[src/rtl/game_ctrl_pkg.sv]
// Shared types and parameter defaults for the game controller slice.
package game_ctrl_pkg;

    typedef enum logic [1:0] {
        IDLE  = 2'd0,
        ARMED = 2'd1,
        RUN   = 2'd2,
        OVER  = 2'd3
    } state_t;

    localparam int unsigned DEF_FRAMES_PER_POINT   = 6;
    localparam int unsigned DEF_POINTS_PER_SPEEDUP = 100;
    localparam int unsigned DEF_SPEED_INIT         = 1;
    localparam int unsigned DEF_SPEED_MAX          = 8;

endpackage

[src/rtl/game_ctrl_if.sv]
// Input controls, pixel taps and status outputs of the game controller.
interface game_ctrl_if;

    logic        start;
    logic        vs;
    logic        px_dinosaur;
    logic        px_cactus;
    logic        game_status;
    logic        game_over;
    logic [3:0]  speed;
    logic [15:0] score;
    logic [15:0] high_score;

    modport master (
        output start, vs, px_dinosaur, px_cactus,
        input  game_status, game_over, speed, score, high_score
    );

    modport slave (
        input  start, vs, px_dinosaur, px_cactus,
        output game_status, game_over, speed, score, high_score
    );

endinterface

[src/rtl/game_ctrl_edge_det.sv]
// 1-bit edge detector: registered previous value with an async reset value,
// pulse selects rising or falling edge.
module edge_det #(
    parameter logic RST_VAL = 1'b1,
    parameter bit   FALLING = 1'b0
) (
    input  logic CLK,
    input  logic RESET,
    input  logic d,
    output logic pulse
);

    logic q;

    always_ff @(posedge CLK or posedge RESET) begin
        if (RESET) q <= RST_VAL;
        else       q <= d;
    end

    assign pulse = FALLING ? (~d & q) : (d & ~q);

endmodule

[src/rtl/game_ctrl.sv]
// Game state machine: arms on start, launches on vertical blank, scores
// per frame, speeds up per score step and latches the best score.
module game_ctrl
    import game_ctrl_pkg::*;
#(
    parameter int unsigned FRAMES_PER_POINT   = DEF_FRAMES_PER_POINT,
    parameter int unsigned POINTS_PER_SPEEDUP = DEF_POINTS_PER_SPEEDUP,
    parameter int unsigned SPEED_INIT         = DEF_SPEED_INIT,
    parameter int unsigned SPEED_MAX          = DEF_SPEED_MAX
) (
    input  logic         CLK,
    input  logic         RESET,
    game_ctrl_if.slave   bus
);

    localparam int unsigned FCW = (FRAMES_PER_POINT   > 1) ? $clog2(FRAMES_PER_POINT)   : 1;
    localparam int unsigned PCW = (POINTS_PER_SPEEDUP > 1) ? $clog2(POINTS_PER_SPEEDUP) : 1;
    localparam logic [FCW-1:0] FRAME_LAST = FCW'(FRAMES_PER_POINT - 1);
    localparam logic [PCW-1:0] POINT_LAST = PCW'(POINTS_PER_SPEEDUP - 1);
    localparam logic [3:0]     SPD_INIT   = 4'(SPEED_INIT);
    localparam logic [3:0]     SPD_MAX    = 4'(SPEED_MAX);

    state_t         state;
    logic [FCW-1:0] frame_cnt;
    logic [PCW-1:0] point_cnt;
    logic           start_rise;
    logic           frame_tick;
    logic           collision;

    edge_det #(.RST_VAL(1'b1), .FALLING(1'b0)) u_start_edge (
        .CLK   (CLK),
        .RESET (RESET),
        .d     (bus.start),
        .pulse (start_rise)
    );

    edge_det #(.RST_VAL(1'b1), .FALLING(1'b1)) u_vs_edge (
        .CLK   (CLK),
        .RESET (RESET),
        .d     (bus.vs),
        .pulse (frame_tick)
    );

    assign collision = bus.px_dinosaur & bus.px_cactus;

    always_ff @(posedge CLK or posedge RESET) begin
        if (RESET) begin
            state           <= IDLE;
            bus.game_status <= 1'b0;
            bus.game_over   <= 1'b0;
            bus.score       <= '0;
            bus.high_score  <= '0;
            bus.speed       <= SPD_INIT;
            frame_cnt       <= '0;
            point_cnt       <= '0;
        end else begin
            case (state)
                IDLE: begin
                    if (start_rise) state <= ARMED;
                end
                ARMED: begin
                    if (frame_tick) begin
                        state           <= RUN;
                        bus.game_status <= 1'b1;
                        bus.score       <= '0;
                        bus.speed       <= SPD_INIT;
                        frame_cnt       <= '0;
                        point_cnt       <= '0;
                    end
                end
                RUN: begin
                    if (collision) begin
                        state           <= OVER;
                        bus.game_status <= 1'b0;
                        bus.game_over   <= 1'b1;
                        if (bus.score > bus.high_score) bus.high_score <= bus.score;
                    end else if (frame_tick) begin
                        if (frame_cnt == FRAME_LAST) begin
                            frame_cnt <= '0;
                            // point_cnt mirrors score modulo the speed step, so no divider is needed
                            if (bus.score != 16'hFFFF) begin
                                bus.score <= bus.score + 16'd1;
                                if (point_cnt == POINT_LAST) begin
                                    point_cnt <= '0;
                                    if (bus.speed < SPD_MAX) bus.speed <= bus.speed + 4'd1;
                                end else begin
                                    point_cnt <= point_cnt + PCW'(1);
                                end
                            end
                        end else begin
                            frame_cnt <= frame_cnt + FCW'(1);
                        end
                    end
                end
                OVER: begin
                    if (start_rise) begin
                        state         <= ARMED;
                        bus.game_over <= 1'b0;
                    end
                end
                default: state <= IDLE;
            endcase
        end
    end

endmodule
[src/flat_wrapper.sv]
// flat-port wrapper written by rule: the top's interface ports become plain ports
module game_ctrl_flat import game_ctrl_pkg::*;
#(
    parameter int unsigned FRAMES_PER_POINT   = DEF_FRAMES_PER_POINT,
    parameter int unsigned POINTS_PER_SPEEDUP = DEF_POINTS_PER_SPEEDUP,
    parameter int unsigned SPEED_INIT         = DEF_SPEED_INIT,
    parameter int unsigned SPEED_MAX          = DEF_SPEED_MAX
)
  (CLK, RESET, bus_start, bus_vs, bus_px_dinosaur, bus_px_cactus, bus_game_status, bus_game_over, bus_speed, bus_score, bus_high_score);
  game_ctrl_if bus_i ();
  input  logic CLK;
  input  logic RESET;
  input wire logic [$bits(bus_i.start)-1:0] bus_start;
  input wire logic [$bits(bus_i.vs)-1:0] bus_vs;
  input wire logic [$bits(bus_i.px_dinosaur)-1:0] bus_px_dinosaur;
  input wire logic [$bits(bus_i.px_cactus)-1:0] bus_px_cactus;
  output wire logic [$bits(bus_i.game_status)-1:0] bus_game_status;
  output wire logic [$bits(bus_i.game_over)-1:0] bus_game_over;
  output wire logic [$bits(bus_i.speed)-1:0] bus_speed;
  output wire logic [$bits(bus_i.score)-1:0] bus_score;
  output wire logic [$bits(bus_i.high_score)-1:0] bus_high_score;
  assign bus_i.start = bus_start;
  assign bus_i.vs = bus_vs;
  assign bus_i.px_dinosaur = bus_px_dinosaur;
  assign bus_i.px_cactus = bus_px_cactus;
  assign bus_game_status = bus_i.game_status;
  assign bus_game_over = bus_i.game_over;
  assign bus_speed = bus_i.speed;
  assign bus_score = bus_i.score;
  assign bus_high_score = bus_i.high_score;
  game_ctrl #(.FRAMES_PER_POINT(FRAMES_PER_POINT), .POINTS_PER_SPEEDUP(POINTS_PER_SPEEDUP), .SPEED_INIT(SPEED_INIT), .SPEED_MAX(SPEED_MAX)) u_core (.CLK(CLK), .RESET(RESET), .bus(bus_i));
endmodule
[config.mk]
export PLATFORM = sky130hd
export DESIGN_NAME = game_ctrl_flat
export DESIGN_NICKNAME = d
export VERILOG_FILES = /design/src/rtl/game_ctrl_pkg.sv /design/src/rtl/game_ctrl_if.sv /design/src/rtl/game_ctrl_edge_det.sv /design/src/rtl/game_ctrl.sv /design/src/flat_wrapper.sv
export SDC_FILE = /design/constraint.sdc
export NUM_CORES = 1
export LEC_CHECK = 0
export BUFFER_PORTS_ARGS = -buffer_cell sky130_fd_sc_hd__buf_4
export CAP_MARGIN = 15
export CORE_MARGIN = 1.5
export CORE_UTILIZATION = 55
export DETAILED_ROUTE_END_ITERATION = 8
export PLACE_DENSITY = 0.87
export SYNTH_ARGS = -nofsm -noshare
export SYNTH_HDL_FRONTEND = slang
export SYNTH_SLANG_ARGS = --single-unit
[constraint.sdc]
create_clock -name CLK -period 5.04 [get_ports CLK]
set_input_delay 1.008 -clock CLK [delete_from_list [all_inputs] [get_ports CLK]]
set_output_delay 1.008 -clock CLK [all_outputs]
set_load 0.005 [all_outputs]
==> results of run 1 <==
## logic make-up after synthesis
group | Yosys count | share of synthesized area [%]
XOR/XNOR | 1 | 0.284
flip-flops | 52 | 42.4
AND/OR/NAND/NOR | 110 | 19.3
multiplexers | 19 | 8.05
adder cells (fa/ha/maj) | 22 | 8.94
AO/OA/AOI/OAI | 82 | 16.9
buffers and inverters | 30 | 4.18
## metal layers
layer  up-vias  track usage [%]  share of wire [%]
li1       1238                -                  -
met1      1264             30.0                 42
met2        95             40.7                 50
met3        16             5.41                6.5
met4         0             7.09                1.7
met5         -                0                  0
## critical path, stage by stage, from the launching register on
cell	delay, ps
sky130_fd_sc_hd__dfrtp_1	410
sky130_fd_sc_hd__inv_1	90
sky130_fd_sc_hd__ha_1	740
sky130_fd_sc_hd__and2_1	280
sky130_fd_sc_hd__nand4_1	260
sky130_fd_sc_hd__o221ai_2	760
sky130_fd_sc_hd__or2_1	290
sky130_fd_sc_hd__o21ai_1	100
## how the worst max path moves through the flow
stage / startpoint / endpoint / slack [ps] / cells past startpoint
after CTS: u_core.state[0]$_DFFE_PP0P_ / u_core.point_cnt[3]$_DFFE_PP0P_ / 2030 / 7
after detailed placement: u_core.state[0]$_DFFE_PP0P_ / u_core.point_cnt[3]$_DFFE_PP0P_ / 2030 / 7
after global routing: u_core.state[0]$_DFFE_PP0P_ / u_core.point_cnt[0]$_DFFE_PP0P_ / 1680 / 7
after global placement: u_core.state[0]$_DFFE_PP0P_ / u_core.point_cnt[5]$_DFFE_PP0P_ / 2150 / 7
after floorplan: RESET / u_core.bus.game_over$_DFFE_PP0P_ / 2780 / 1
final: u_core.state[0]$_DFFE_PP0P_ / u_core.point_cnt[3]$_DFFE_PP0P_ / 2000 / 7
## synth_stat cells (2+ instances only)
library cell,n
sky130_fd_sc_hd__and3_1,6
sky130_fd_sc_hd__and4_1,4
sky130_fd_sc_hd__inv_1,23
sky130_fd_sc_hd__mux2_4,10
sky130_fd_sc_hd__a211oi_1,2
sky130_fd_sc_hd__clkbuf_1,3
sky130_fd_sc_hd__mux2_2,6
sky130_fd_sc_hd__o21ai_1,18
sky130_fd_sc_hd__o2111ai_1,2
sky130_fd_sc_hd__ha_1,22
sky130_fd_sc_hd__nand3_1,14
sky130_fd_sc_hd__or4_1,3
sky130_fd_sc_hd__mux2i_1,3
sky130_fd_sc_hd__dfstp_2,3
sky130_fd_sc_hd__nand2_1,28
sky130_fd_sc_hd__nor2_1,14
sky130_fd_sc_hd__dfrtp_1,49
sky130_fd_sc_hd__a21oi_1,14
sky130_fd_sc_hd__nor2b_1,6
sky130_fd_sc_hd__buf_4,2
sky130_fd_sc_hd__o211ai_1,2
sky130_fd_sc_hd__nor3_1,6
sky130_fd_sc_hd__o21ai_0,21
sky130_fd_sc_hd__o31ai_1,7
sky130_fd_sc_hd__a31oi_1,2
sky130_fd_sc_hd__nand2b_1,7
sky130_fd_sc_hd__nand4_1,7
sky130_fd_sc_hd__and2_1,5
## flip-flops by register name (all words and copies together), names as in the netlist, 2 cells and up
| register | count |
|---|---|
| u_core.bus.speed | 4 |
| u_core.bus.score | 16 |
| u_core.state | 2 |
| u_core.frame_cnt | 3 |
| u_core.bus.high_score | 16 |
| u_core.point_cnt | 7 |
## report_power, final
part	switching, mW	total, mW	internal [mW]
sequential	0.0660	0.543	0.477
combinational	0.324	0.518	0.194
clock	0.135	0.310	0.175
total	0.525	1.37	0.846
## layout make-up
type	count	area share, %
Multi-Input combinational cell	234	45.8
Sequential cell	52	36.3
Timing Repair Buffer	44	9.53
Clock buffer	7	2.68
Tap cell	72	2.51
Inverter	23	2.40
Clock inverter	1	0.835
## metrics by stage
| step | hold slack, ps | cells | total power, mW | worst slack [ps] | cell area, µm² |
|---|---|---|---|---|---|
| detailed placement | 481 | 424 | 1.06 | 2030 | 3450 |
| floorplan | 451 | 316 | 0.905 | 2780 | 3080 |
| global route | 527 | 433 | 1.45 | 1680 | 3600 |
| CTS | 494 | 432 | 1.37 | 2030 | 3580 |
| global placement | 474 | 424 | 1.03 | 2150 | 3450 |
| finish | 506 | 433 | 1.37 | 2000 | 3600 |
==> impl_summary.log, run 1 <==
INFO  metric most-common-layout-cells = sky130_fd_sc_hd__dfrtp_1 (49), sky130_fd_sc_hd__buf_4 (43), sky130_fd_sc_hd__nand2_1 (28), sky130_fd_sc_hd__inv_1 (22), sky130_fd_sc_hd__ha_1 (22)
INFO  metric critical_path_arrival = between 3000 and 4000 ps
INFO  metric drc = 0
INFO  metric fmax = 0.329 GHz
INFO  metric totalNegativeSetupSlack = 0 ps
INFO  metric reg_clk_slew_reported_paths = ~90 ps
INFO  metric reg2reg_from = u_core.state[0]$_DFFE_PP0P_
INFO  metric grt_pass1_wl = between 10 and 15 mm
INFO  metric setup.reg_to_reg.worst_slack = 2000 ps
INFO  metric io_pins = 44
INFO  metric syn_area = between 3000 and 4000 µm²
INFO  metric critical_path_class = reg2reg
INFO  metric portBuffers = 43
INFO  metric ys_warn_count = 0
INFO  metric drt-pass1-iter-count = 4
INFO  metric clock_tree.buffer_depth = 2
INFO  metric synth-async-reset-ratio = 100%
INFO  metric yosysUniqueCellTypes = between 50 and 60
INFO  metric hold_end = u_core.point_cnt[6]$_DFFE_PP0P_
INFO  metric hold_path_class = reg2reg
INFO  metric worst_clock_skew = approximately 9 ps
INFO  metric drive_gt1_share = 21.9%
INFO  metric floorplan.die_area = between 6000 and 7000 µm²
INFO  metric route.detailed.wl_per_inst = approximately 16 µm
INFO  metric hold_critical_path_depth = 1
INFO  metric design.core.area = roughly 5400 µm²
INFO  metric worst_ir_drop_vdd = about 0.22 mV
INFO  metric via_cell_ratio = between 6 and 7
INFO  metric layout.nets = between 300 and 400
INFO  metric post-cts-setup-buffer-count = 0
INFO  metric die_w = 77.8 µm
INFO  metric global_route.usage.total = 23.9%
INFO  metric area_of_combinational_cells_with_multiple_inputs = 1650 µm²
INFO  metric post_cts_resized = 0
INFO  metric largest_net_degree_at_the_start_of_global_routing = 53
INFO  metric worst_max_slew_pin_slew = between 900 and 1000 ps
INFO  metric synth_fp_nets = around 340
INFO  metric setup_viol = 0
INFO  metric worstPathRequired = between 5000 and 6000 ps
INFO  metric finalCritPeriodShare = 60.3%
INFO  metric timing.final.hold_violations = 0
INFO  metric drtAntennaViolNets = 0
INFO  metric syn_avg_cell_area = approximately 9.7 µm²
INFO  metric synth_edf_count = 0
INFO  metric htree_levels = 2
INFO  metric fill_cells = ~460
INFO  metric worst_r2r_endpoint = u_core.point_cnt[3]$_DFFE_PP0P_
INFO  metric critical_path.endpoint_type = flop
INFO  metric fraction_of_the_yosys_area_taken_by_sequential_cells = ~42%
INFO  metric initial_utilization = between 50% and 60%
INFO  metric total_leakage_power = approximately 1.6 nW
INFO  metric final_core_util = roughly 66%
INFO  metric ys_seq_elements = between 50 and 60
INFO  metric netlist.top_cell.by_area = sky130_fd_sc_hd__dfrtp_1
INFO  metric clock_latency = 310 ps
INFO  metric detailed_place_hpwl = slightly below 5 mm
INFO  metric cap_viol_max_count = 0
INFO  metric min-delay-start = u_core.point_cnt[6]$_DFFE_PP0P_
INFO  metric rows = 27
INFO  metric synth.top_cell.area_share = between 30% and 40%
INFO  metric rsz_0062_raised_after_global_routing = no
INFO  metric area_taken_by_flip_flops_and_latches = 1310 µm²
INFO  metric postRouteWirelength = around 7 mm
INFO  metric worst-path-max-fanout = 25
INFO  metric layout-area-overhead-vs-synth = 16.8%
INFO  metric netlist_instances = between 300 and 400
INFO  metric antenna_violations_before_repair = 0
INFO  metric p_per_area = ~380 nW/µm²
INFO  metric dr.first_iter.drc_count = approximately 190
INFO  metric holdBufCountCts = 0
INFO  metric detailroute.via_count = ~2.6k
INFO  metric antennaDiodeCount = 0
INFO  metric worst-r2r-cell-count = 7
INFO  metric relSlewSlack = 38.4%
INFO  metric numCtsBuffers = 5
INFO  metric cts_num_sinks = 52
INFO  metric synth.area.top_cells = sky130_fd_sc_hd__dfrtp_1 (40%), sky130_fd_sc_hd__ha_1 (8.9%), sky130_fd_sc_hd__mux2_4 (4.9%), sky130_fd_sc_hd__nand2_1 (3.4%), sky130_fd_sc_hd__o21ai_0 (3.4%)
INFO  metric finalMaxSlewViolations = 0
INFO  metric gpl.final_weighted_congestion = 0.893
INFO  metric synthFlopType = sky130_fd_sc_hd__dfrtp_1
INFO  metric status = completed
INFO  metric chipHeight = around 78 µm
INFO  metric layout_commonest_cell = sky130_fd_sc_hd__dfrtp_1
INFO  metric grt.overflow.total = 0
INFO  metric finalCriticalPeriod = just over 3000 ps
INFO  metric grt_pass1_vias = between 2k and 3k
INFO  metric clock_tree_from_tritoncts = built
INFO  metric cts_root_buffer = sky130_fd_sc_hd__clkbuf_8
INFO  metric start_kind = flop
Power figures use the tool's default switching activity.
==> inputs of run 2 (changes only) <==
- ABC_AREA: unset -> 1
- clock period: 5.04 -> 3.06 ns (I/O delays scaled with it)
==> impl_summary.log, run 2 <==
INFO  metric hold_path_class = in2async (was reg2reg)
INFO  metric ys_seq_elements = 52 (unchanged)
INFO  metric yosys.cell_count.top_type = sky130_fd_sc_hd__nand2_1 (was sky130_fd_sc_hd__dfrtp_1)
INFO  metric clock_tree.buffer_depth = 2 (unchanged)
INFO  metric chipHeight = 79.8 µm (was 77.8 µm)
INFO  metric synth-async-reset-ratio = 100% (unchanged)
INFO  metric synth.area.top_cells = sky130_fd_sc_hd__dfrtp_1 (38%), sky130_fd_sc_hd__nand2_1 (16%), sky130_fd_sc_hd__ha_1 (8.5%), sky130_fd_sc_hd__nand3_1 (6.3%), sky130_fd_sc_hd__inv_1 (5.1%) (was sky130_fd_sc_hd__dfrtp_1 (40%), sky130_fd_sc_hd__ha_1 (8.9%), sky130_fd_sc_hd__mux2_4 (4.9%), sky130_fd_sc_hd__nand2_1 (3.4%), sky130_fd_sc_hd__o21ai_0 (3.4%))
INFO  metric worst_max_slew_pin_slew = 611 ps (was 918 ps)
INFO  metric drt-pass1-iter-count = 4 (unchanged)
INFO  metric worst_clock_skew = 17.5 ps (was 9.17 ps)
INFO  metric floorplan.die_area = 6370 µm² (was 6060 µm²)
INFO  metric post_cts_resized = 0 (unchanged)
INFO  metric synthFlopType = sky130_fd_sc_hd__dfrtp_1 (unchanged)
INFO  metric preCtsSetupSlack = 841 ps (was 2030 ps)
INFO  metric clock_latency = 310 ps (about the same)
INFO  metric syn_avg_cell_area = 7.66 µm² (was 9.74 µm²)
INFO  metric design.core.area = 5610 µm² (was 5440 µm²)
INFO  metric dr.first_iter.drc_count = 203 (was 185)
INFO  metric grt_pass1_vias = 2,793 (was 2,531)
INFO  metric totalNegativeSetupSlack = 0 ps (unchanged)
INFO  metric finalMaxSlewViolations = 0 (unchanged)
INFO  metric clock_tree_from_tritoncts = built (unchanged)
INFO  metric worst_ir_drop_vdd = 0.459 mV (was 0.224 mV)
INFO  metric worst_r2r_endpoint = u_core.bus.high_score[2]$_DFFE_PP0P_ (was u_core.point_cnt[3]$_DFFE_PP0P_)
INFO  metric yosysUniqueCellTypes = 39 (was 55)
INFO  metric critical_path_class = reg2reg (unchanged)
INFO  metric layout-area-overhead-vs-synth = 12.8% (was 16.8%)
INFO  metric cts_num_sinks = 52 (unchanged)
INFO  metric reg_clk_slew_reported_paths = 100 ps (was 90 ps)
INFO  metric detailroute.via_count = 2,911 (was 2,613)
INFO  metric finalCriticalPeriod = 2210 ps (was 3040 ps)
INFO  metric detailed_place_hpwl = 5.19 mm (was 4.91 mm)
INFO  metric route.detailed.wl_per_inst = 13.4 µm (was 16.0 µm)
INFO  metric portBuffers = 43 (unchanged)
INFO  metric fin_total_pwr = 2.39 mW (was 1.37 mW)
INFO  metric initial_utilization = 57.9% (was 56.6%)
INFO  metric timing.final.hold_violations = 0 (unchanged)
INFO  metric synth_fp_nets = 452 (was 344)
INFO  metric fraction_of_the_yosys_area_taken_by_sequential_cells = 40.2% (was 42.4%)
INFO  metric start_kind = flop (unchanged)
INFO  metric grt.overflow.total = 0 (unchanged)
INFO  metric timing.final.ws_setup = 846 ps (was 2000 ps)
INFO  metric met3_length = 321 µm (was 453 µm)
INFO  metric io_pins = 44 (unchanged)
INFO  metric numCtsBuffers = 5 (unchanged)
INFO  metric via_cell_ratio = 5.41 (was 6.03)
INFO  metric postRouteWirelength = 7.18 mm (was 6.94 mm)
INFO  metric post-cts-setup-buffer-count = 0 (unchanged)
INFO  metric netlist_instances = 424 (was 316)
INFO  metric global_route.usage.total = 24.4% (was 23.9%)
INFO  metric rows = 27 (unchanged)
INFO  metric ys_warn_count = 0 (unchanged)
INFO  metric relSlewSlack = 59.2% (was 38.4%)
INFO  metric setup_viol = 0 (unchanged)
INFO  metric drc = 0 (unchanged)
INFO  metric worstPathRequired = 3270 ps (was 5240 ps)
INFO  metric drtAntennaViolNets = 0 (unchanged)
INFO  metric setup.reg_to_reg.worst_slack = 850 ps (was 2000 ps)
INFO  metric synth_edf_count = 0 (unchanged)
INFO  metric die_w = 79.8 µm (was 77.8 µm)
INFO  metric fill_cells = 484 (was 459)
INFO  metric drt-met1-wl = 3.13 mm (was 2.89 mm)
INFO  metric antennaDiodeCount = 0 (unchanged)
INFO  metric p_per_area = 652 nW/µm² (was 381 nW/µm²)
INFO  metric worst-r2r-cell-count = 10 (was 7)
INFO  metric most-common-layout-cells = sky130_fd_sc_hd__nand2_1 (138), sky130_fd_sc_hd__dfrtp_1 (49), sky130_fd_sc_hd__buf_4 (45), sky130_fd_sc_hd__inv_1 (43), sky130_fd_sc_hd__nand3_1 (41) (was sky130_fd_sc_hd__dfrtp_1 (49), sky130_fd_sc_hd__buf_4 (43), sky130_fd_sc_hd__nand2_1 (28), sky130_fd_sc_hd__inv_1 (22), sky130_fd_sc_hd__ha_1 (22))
INFO  metric synth.top_cell.area_share = 37.8% (was 39.8%)
INFO  metric grt_pass1_wl = 12.3 mm (was 11.6 mm)
INFO  metric highest_layer = met4 (unchanged)
INFO  metric drive_gt1_share = 16.7% (was 21.9%)
INFO  metric worst_hold_slack = 355 ps (was 506 ps)
INFO  metric finalCritPeriodShare = 72.4% (was 60.3%)
INFO  metric syn_area = 3250 µm² (was 3080 µm²)
INFO  metric largest_net_degree_at_the_start_of_global_routing = 29 (was 53)
INFO  metric antenna_violations_before_repair = 0 (unchanged)
INFO  metric post_synth_most_frequent_cells = sky130_fd_sc_hd__nand2_1 (138), sky130_fd_sc_hd__dfrtp_1 (49), sky130_fd_sc_hd__inv_1 (44) (was sky130_fd_sc_hd__dfrtp_1 (49), sky130_fd_sc_hd__nand2_1 (28), sky130_fd_sc_hd__inv_1 (23))
INFO  metric status = completed (unchanged)
INFO  metric layout_commonest_cell = sky130_fd_sc_hd__nand2_1 (was sky130_fd_sc_hd__dfrtp_1)
INFO  metric final_core_util = 65.3% (was 66.1%)
INFO  metric layout.nets = 493 (was 388)
INFO  metric critical_path_arrival = 2420 ps (was 3240 ps)
INFO  metric gpl.final_weighted_congestion = 0.895 (was 0.893)
INFO  metric netlist.top_cell.by_area = sky130_fd_sc_hd__dfrtp_1 (unchanged)
INFO  metric critical_path.endpoint_type = flop (unchanged)
INFO  metric total_leakage_power = 1.88 nW (was 1.64 nW)
INFO  metric detailroute.wirelength.met2 = 3.60 mm (was 3.47 mm)
INFO  metric cap_viol_max_count = 0 (unchanged)
INFO  metric largestRegisters = u_core.bus.high_score (16), u_core.bus.score (16), u_core.point_cnt (7) (unchanged)
INFO  metric holdBufCountCts = 0 (unchanged)
INFO  metric fmax = 0.452 GHz (was 0.329 GHz)
INFO  metric worst-path-max-fanout = 17 (was 25)
INFO  metric reg2reg_from = u_core.bus.score[7]$_DFFE_PP0P_ (was u_core.state[0]$_DFFE_PP0P_)
INFO  metric htree_levels = 2 (unchanged)
INFO  metric cts_root_buffer = sky130_fd_sc_hd__clkbuf_8 (unchanged)
INFO  metric rsz_0062_raised_after_global_routing = no (unchanged)
==> run 2: worst max-delay path, stage by stage (launching register included) <==
cell and delay, ps:
sky130_fd_sc_hd__dfrtp_1 510, sky130_fd_sc_hd__ha_1 350, sky130_fd_sc_hd__nand2_1 70, sky130_fd_sc_hd__nor2_1 180
sky130_fd_sc_hd__nand2_1 80, sky130_fd_sc_hd__nand2_1 70, sky130_fd_sc_hd__nand2_1 50, sky130_fd_sc_hd__nand2_1 410
sky130_fd_sc_hd__nand2_4 230, sky130_fd_sc_hd__nand2_1 120, sky130_fd_sc_hd__nand2_1 60
==> run 2: worst max path at each step <==
stage | start | to | slack [ps]
finish | u_core.bus.score[7]$_DFFE_PP0P_ | u_core.bus.high_score[2]$_DFFE_PP0P_ | 850
global route | u_core.bus.score[7]$_DFFE_PP0P_ | u_core.bus.high_score[5]$_DFFE_PP0P_ | 640
CTS | u_core.bus.score[7]$_DFFE_PP0P_ | u_core.bus.high_score[2]$_DFFE_PP0P_ | 830
detailed placement | u_core.bus.score[7]$_DFFE_PP0P_ | u_core.bus.high_score[2]$_DFFE_PP0P_ | 840
global placement | u_core.bus.score[7]$_DFFE_PP0P_ | u_core.bus.high_score[12]$_DFFE_PP0P_ | 940
floorplan | RESET | u_core.bus.game_over$_DFFE_PP0P_ | 1200
==> run 2: final cells by class <==
type | instances | area [µm²] | share of cell area, %
Multi-Input combinational cell | 312 | 1660 | 45.3
Sequential cell | 52 | 1310 | 35.6
Timing Repair Buffer | 45 | 338 | 9.22
Inverter | 49 | 191 | 5.23
Tap cell | 72 | 90.1 | 2.46
Clock buffer | 7 | 76.3 | 2.08
Clock inverter | 1 | 5.00 | 0.137
==> run 2: metrics by stage <==
stage                     cell area [µm²]  std cells
after floorplan                      3250        424
after global placement               3580        530
after detailed placement             3580        530
after CTS                            3660        538
after global routing                 3660        538
final                                3660        538
==> run 2: power by group <==
group          internal [mW]  switching (mW)  leakage, nW
logic                  0.339           0.767         1.13
registers              0.800           0.100        0.701
clock network          0.161           0.222       0.0422
total                   1.30            1.09         1.88
==> run 2: per-layer routing <==
metal | up-vias | global-route usage [%]
li1 | 1431 | -
met1 | 1382 | 30.1
met2 | 81 | 43.0
met3 | 17 | 4.11
met4 | 0 | 8.62
met5 | - | 0
==> run 2: cells by family (layout without fill, tap and decap cells) <==
kind of cell,count (synthesis),after routing,synth area share (%)
DFF,52,52,40.2
xor gates and xnor gates,14,14,3.78
buffers and inverters,60,102,8.75
AOI/OAI and AO/OA,32,32,5.70
adders and majority gates,22,22,8.48
and+or+nand+nor,244,244,33.1
==> inputs of run 3 (changes only) <==
- CORE_UTILIZATION: 55 -> 52
- PLACE_DENSITY: 0.87 -> 0.86
- clock period: 3.06 -> 2 ns (I/O delays scaled with it)
==> impl_summary.log, run 3 (synthesis gave the netlist of run 2 again) <==
INFO  metric status = completed (unchanged)
INFO  metric gpl.final_weighted_congestion = 0.877 (was 0.895)
INFO  metric crit_path_frequent_cell = sky130_fd_sc_hd__nor2_4 (was sky130_fd_sc_hd__nand2_1)
INFO  metric detailed_place_hpwl = 5.62 mm (was 5.19 mm)
INFO  metric drt-pass1-iter-count = 4 (unchanged)
INFO  metric critical_path.endpoint_type = flop (unchanged)
INFO  metric finalMaxSlewViolations = 0 (unchanged)
INFO  metric antenna_violations_before_repair = 0 (unchanged)
INFO  metric route.detailed.wl_per_inst = 13.0 µm (was 13.4 µm)
INFO  metric critical_path_arrival = 2070 ps (was 2420 ps)
INFO  metric reg_clk_slew_reported_paths = 90 ps (was 100 ps)
INFO  metric relSlewSlack = 64.7% (was 59.2%)
INFO  metric total_leakage_power = 1.99 nW (was 1.88 nW)
INFO  metric layout_commonest_cell = sky130_fd_sc_hd__nand2_1 (unchanged)
INFO  metric numCtsBuffers = 5 (unchanged)
INFO  metric global_route.usage.total = 23.2% (was 24.4%)
INFO  metric most-common-layout-cells = sky130_fd_sc_hd__nand2_1 (138), sky130_fd_sc_hd__buf_4 (63), sky130_fd_sc_hd__dfrtp_1 (49), sky130_fd_sc_hd__inv_1 (43), sky130_fd_sc_hd__nand3_1 (41) (was sky130_fd_sc_hd__nand2_1 (138), sky130_fd_sc_hd__dfrtp_1 (49), sky130_fd_sc_hd__buf_4 (45), sky130_fd_sc_hd__inv_1 (43), sky130_fd_sc_hd__nand3_1 (41))
INFO  metric clock_tree.buffer_depth = 2 (unchanged)
INFO  metric worstPathRequired = 2190 ps (was 3270 ps)
INFO  metric finalCriticalPeriod = 1870 ps (was 2210 ps)
INFO  metric reg2reg_from = u_core.bus.score[0]$_DFFE_PP0P_ (was u_core.bus.score[7]$_DFFE_PP0P_)
INFO  metric drtAntennaViolNets = 0 (unchanged)
INFO  metric preCtsSetupSlack = 119 ps (was 841 ps)
INFO  metric clock_tree_from_tritoncts = built (unchanged)
INFO  metric critical_path_class = reg2reg (unchanged)
INFO  metric rows = 28 (was 27)
INFO  metric cap_viol_max_count = 0 (unchanged)
INFO  metric cts_root_buffer = sky130_fd_sc_hd__clkbuf_8 (unchanged)
INFO  metric dr.first_iter.drc_count = 151 (was 203)
INFO  metric detailroute.via_count = 2,967 (was 2,911)
INFO  metric worst_hold_slack = 102 ps (was 355 ps)
INFO  metric die_w = 82.0 µm (was 79.8 µm)
INFO  metric drc = 0 (unchanged)
INFO  metric layout.nets = 514 (was 493)
INFO  metric critical_path.top_delay_family = simple AND/OR/NAND/NOR gates (unchanged)
INFO  metric clock_latency = 310 ps (about the same)
INFO  metric totalNegativeSetupSlack = 0 ps (unchanged)
INFO  metric worst_path_largest_cell_delay = 460 ps (was 510 ps)
INFO  metric drive_gt1_share = 20.7% (was 16.7%)
INFO  metric worst_clock_skew = 5.60 ps (was 17.5 ps)
INFO  metric critPathBufInv = 1 (was 0)
INFO  metric holdBufCountCts = 0 (unchanged)
INFO  metric portBuffers = 43 (unchanged)
INFO  metric postRouteWirelength = 7.31 mm (was 7.18 mm)
INFO  metric largest_net_degree_at_the_start_of_global_routing = 33 (was 29)
INFO  metric grt_pass1_wl = 12.2 mm (was 12.3 mm)
INFO  metric start_kind = flop (unchanged)
INFO  metric worst_max_slew_pin_slew = 525 ps (was 611 ps)
INFO  metric design.core.area = 5990 µm² (was 5610 µm²)
INFO  metric hold_path_class = in2async (unchanged)
INFO  metric fin_total_pwr = 3.99 mW (was 2.39 mW)
INFO  metric setup_viol = 0 (unchanged)
INFO  metric timing.final.ws_setup = 127 ps (was 846 ps)
INFO  metric setup.reg_to_reg.worst_slack = 130 ps (was 850 ps)
INFO  metric worst_r2r_endpoint = u_core.bus.score[12]$_DFFE_PP0P_ (was u_core.bus.high_score[2]$_DFFE_PP0P_)
INFO  metric initial_utilization = 54.2% (was 57.9%)
INFO  metric cts_num_sinks = 52 (unchanged)
INFO  metric antennaDiodeCount = 0 (unchanged)
INFO  metric grt.overflow.total = 0 (unchanged)
INFO  metric via_cell_ratio = 5.28 (was 5.41)
INFO  metric timing.final.hold_violations = 0 (unchanged)
INFO  metric p_per_area = 1030 nW/µm² (was 652 nW/µm²)
INFO  metric cp_cell_sequence = ha_1, nand2_2, nor2_4, nand4_2, nor2_4, nor2_8, buf_12, nand2_1, o21ai_1 (was ha_1, nand2_1, nor2_1, nand2_1, nand2_1, nand2_1, nand2_1, nand2_4, nand2_1, nand2_1)
INFO  metric chipHeight = 82.0 µm (was 79.8 µm)
INFO  metric worst_ir_drop_vdd = 0.720 mV (was 0.459 mV)
INFO  metric fill_cells = 484 (unchanged)
INFO  metric worst-path-max-fanout = 16 (was 17)
INFO  metric fmax = 0.534 GHz (was 0.452 GHz)
INFO  metric worst-r2r-cell-count = 9 (was 10)
INFO  metric layout-area-overhead-vs-synth = 19.5% (was 12.8%)
INFO  metric crit_path_top_delay_cell = sky130_fd_sc_hd__dfrtp_1 (unchanged)
INFO  metric floorplan.die_area = 6730 µm² (was 6370 µm²)
INFO  metric grt_pass1_vias = 2,873 (was 2,793)
INFO  metric io_pins = 44 (unchanged)
INFO  metric htree_levels = 2 (unchanged)
INFO  metric largestRegisters = u_core.bus.high_score (16), u_core.bus.score (16), u_core.point_cnt (7) (unchanged)
INFO  metric finalCritPeriodShare = 93.7% (was 72.4%)
run 3: final cells by class:
cell class | count | area (µm²) | share of cell area, %
timing repair buffer | 65 | 513 | 13.2
sequential | 52 | 1310 | 33.6
clock inverter | 1 | 7.51 | 0.194
inverter | 49 | 191 | 4.94
clock buffer | 7 | 86.3 | 2.23
tap | 75 | 93.8 | 2.42
multi-input combinational | 313 | 1680 | 43.4
run 3: worst max-delay path by stage:
stage          cells past startpoint                             from                              endpoint  slack [ps]
2_1_floorplan                      9  u_core.bus.score[7]$_DFFE_PP0P_  u_core.bus.high_score[4]$_DFFE_PP0P_         250
3_3_place_gp                       9  u_core.bus.score[0]$_DFFE_PP0P_      u_core.bus.score[12]$_DFFE_PP0P_         230
3_5_place_dp                      10      u_core.state[0]$_DFFE_PP0P_       u_core.bus.speed[3]$_DFFE_PP0P_         120
4_1_cts                           10      u_core.state[0]$_DFFE_PP0P_       u_core.bus.speed[2]$_DFFE_PP0P_         110
5_1_grt                            9  u_core.bus.score[0]$_DFFE_PP0P_       u_core.bus.score[6]$_DFFE_PP0P_         -10
6_report                           9  u_core.bus.score[0]$_DFFE_PP0P_      u_core.bus.score[12]$_DFFE_PP0P_         130
run 3: timing repair:
action | CTS | global route
buffers inserted | 0 | 1
setup endpoints to repair | 0 | 4
resized for setup | 0 | 1
run 3: layer usage:
| metal | up-vias | part of all wire [%] | GRT usage [%] |
|---|---|---|---|
| met5 | - | 0 | 0 |
| met4 | 0 | 2.0 | 8.14 |
| met3 | 14 | 4.1 | 3.89 |
| met2 | 64 | 52 | 43.8 |
| met1 | 1416 | 42 | 25.8 |
| li1 | 1473 | - | - |
run 3: per-stage QoR:
stage,util [%],area (µm²),std cells
floorplan,-,3250,424
global placement,62.7,3750,552
detailed placement,62.7,3750,552
CTS,64.2,3850,560
global route,64.7,3880,562
finish,64.7,3880,562
run 3: power by group:
part / switching, mW / internal, mW
clock: 0.351 / 0.282
sequential: 0.143 / 1.22
combinational: 1.23 / 0.755
total: 1.72 / 2.26
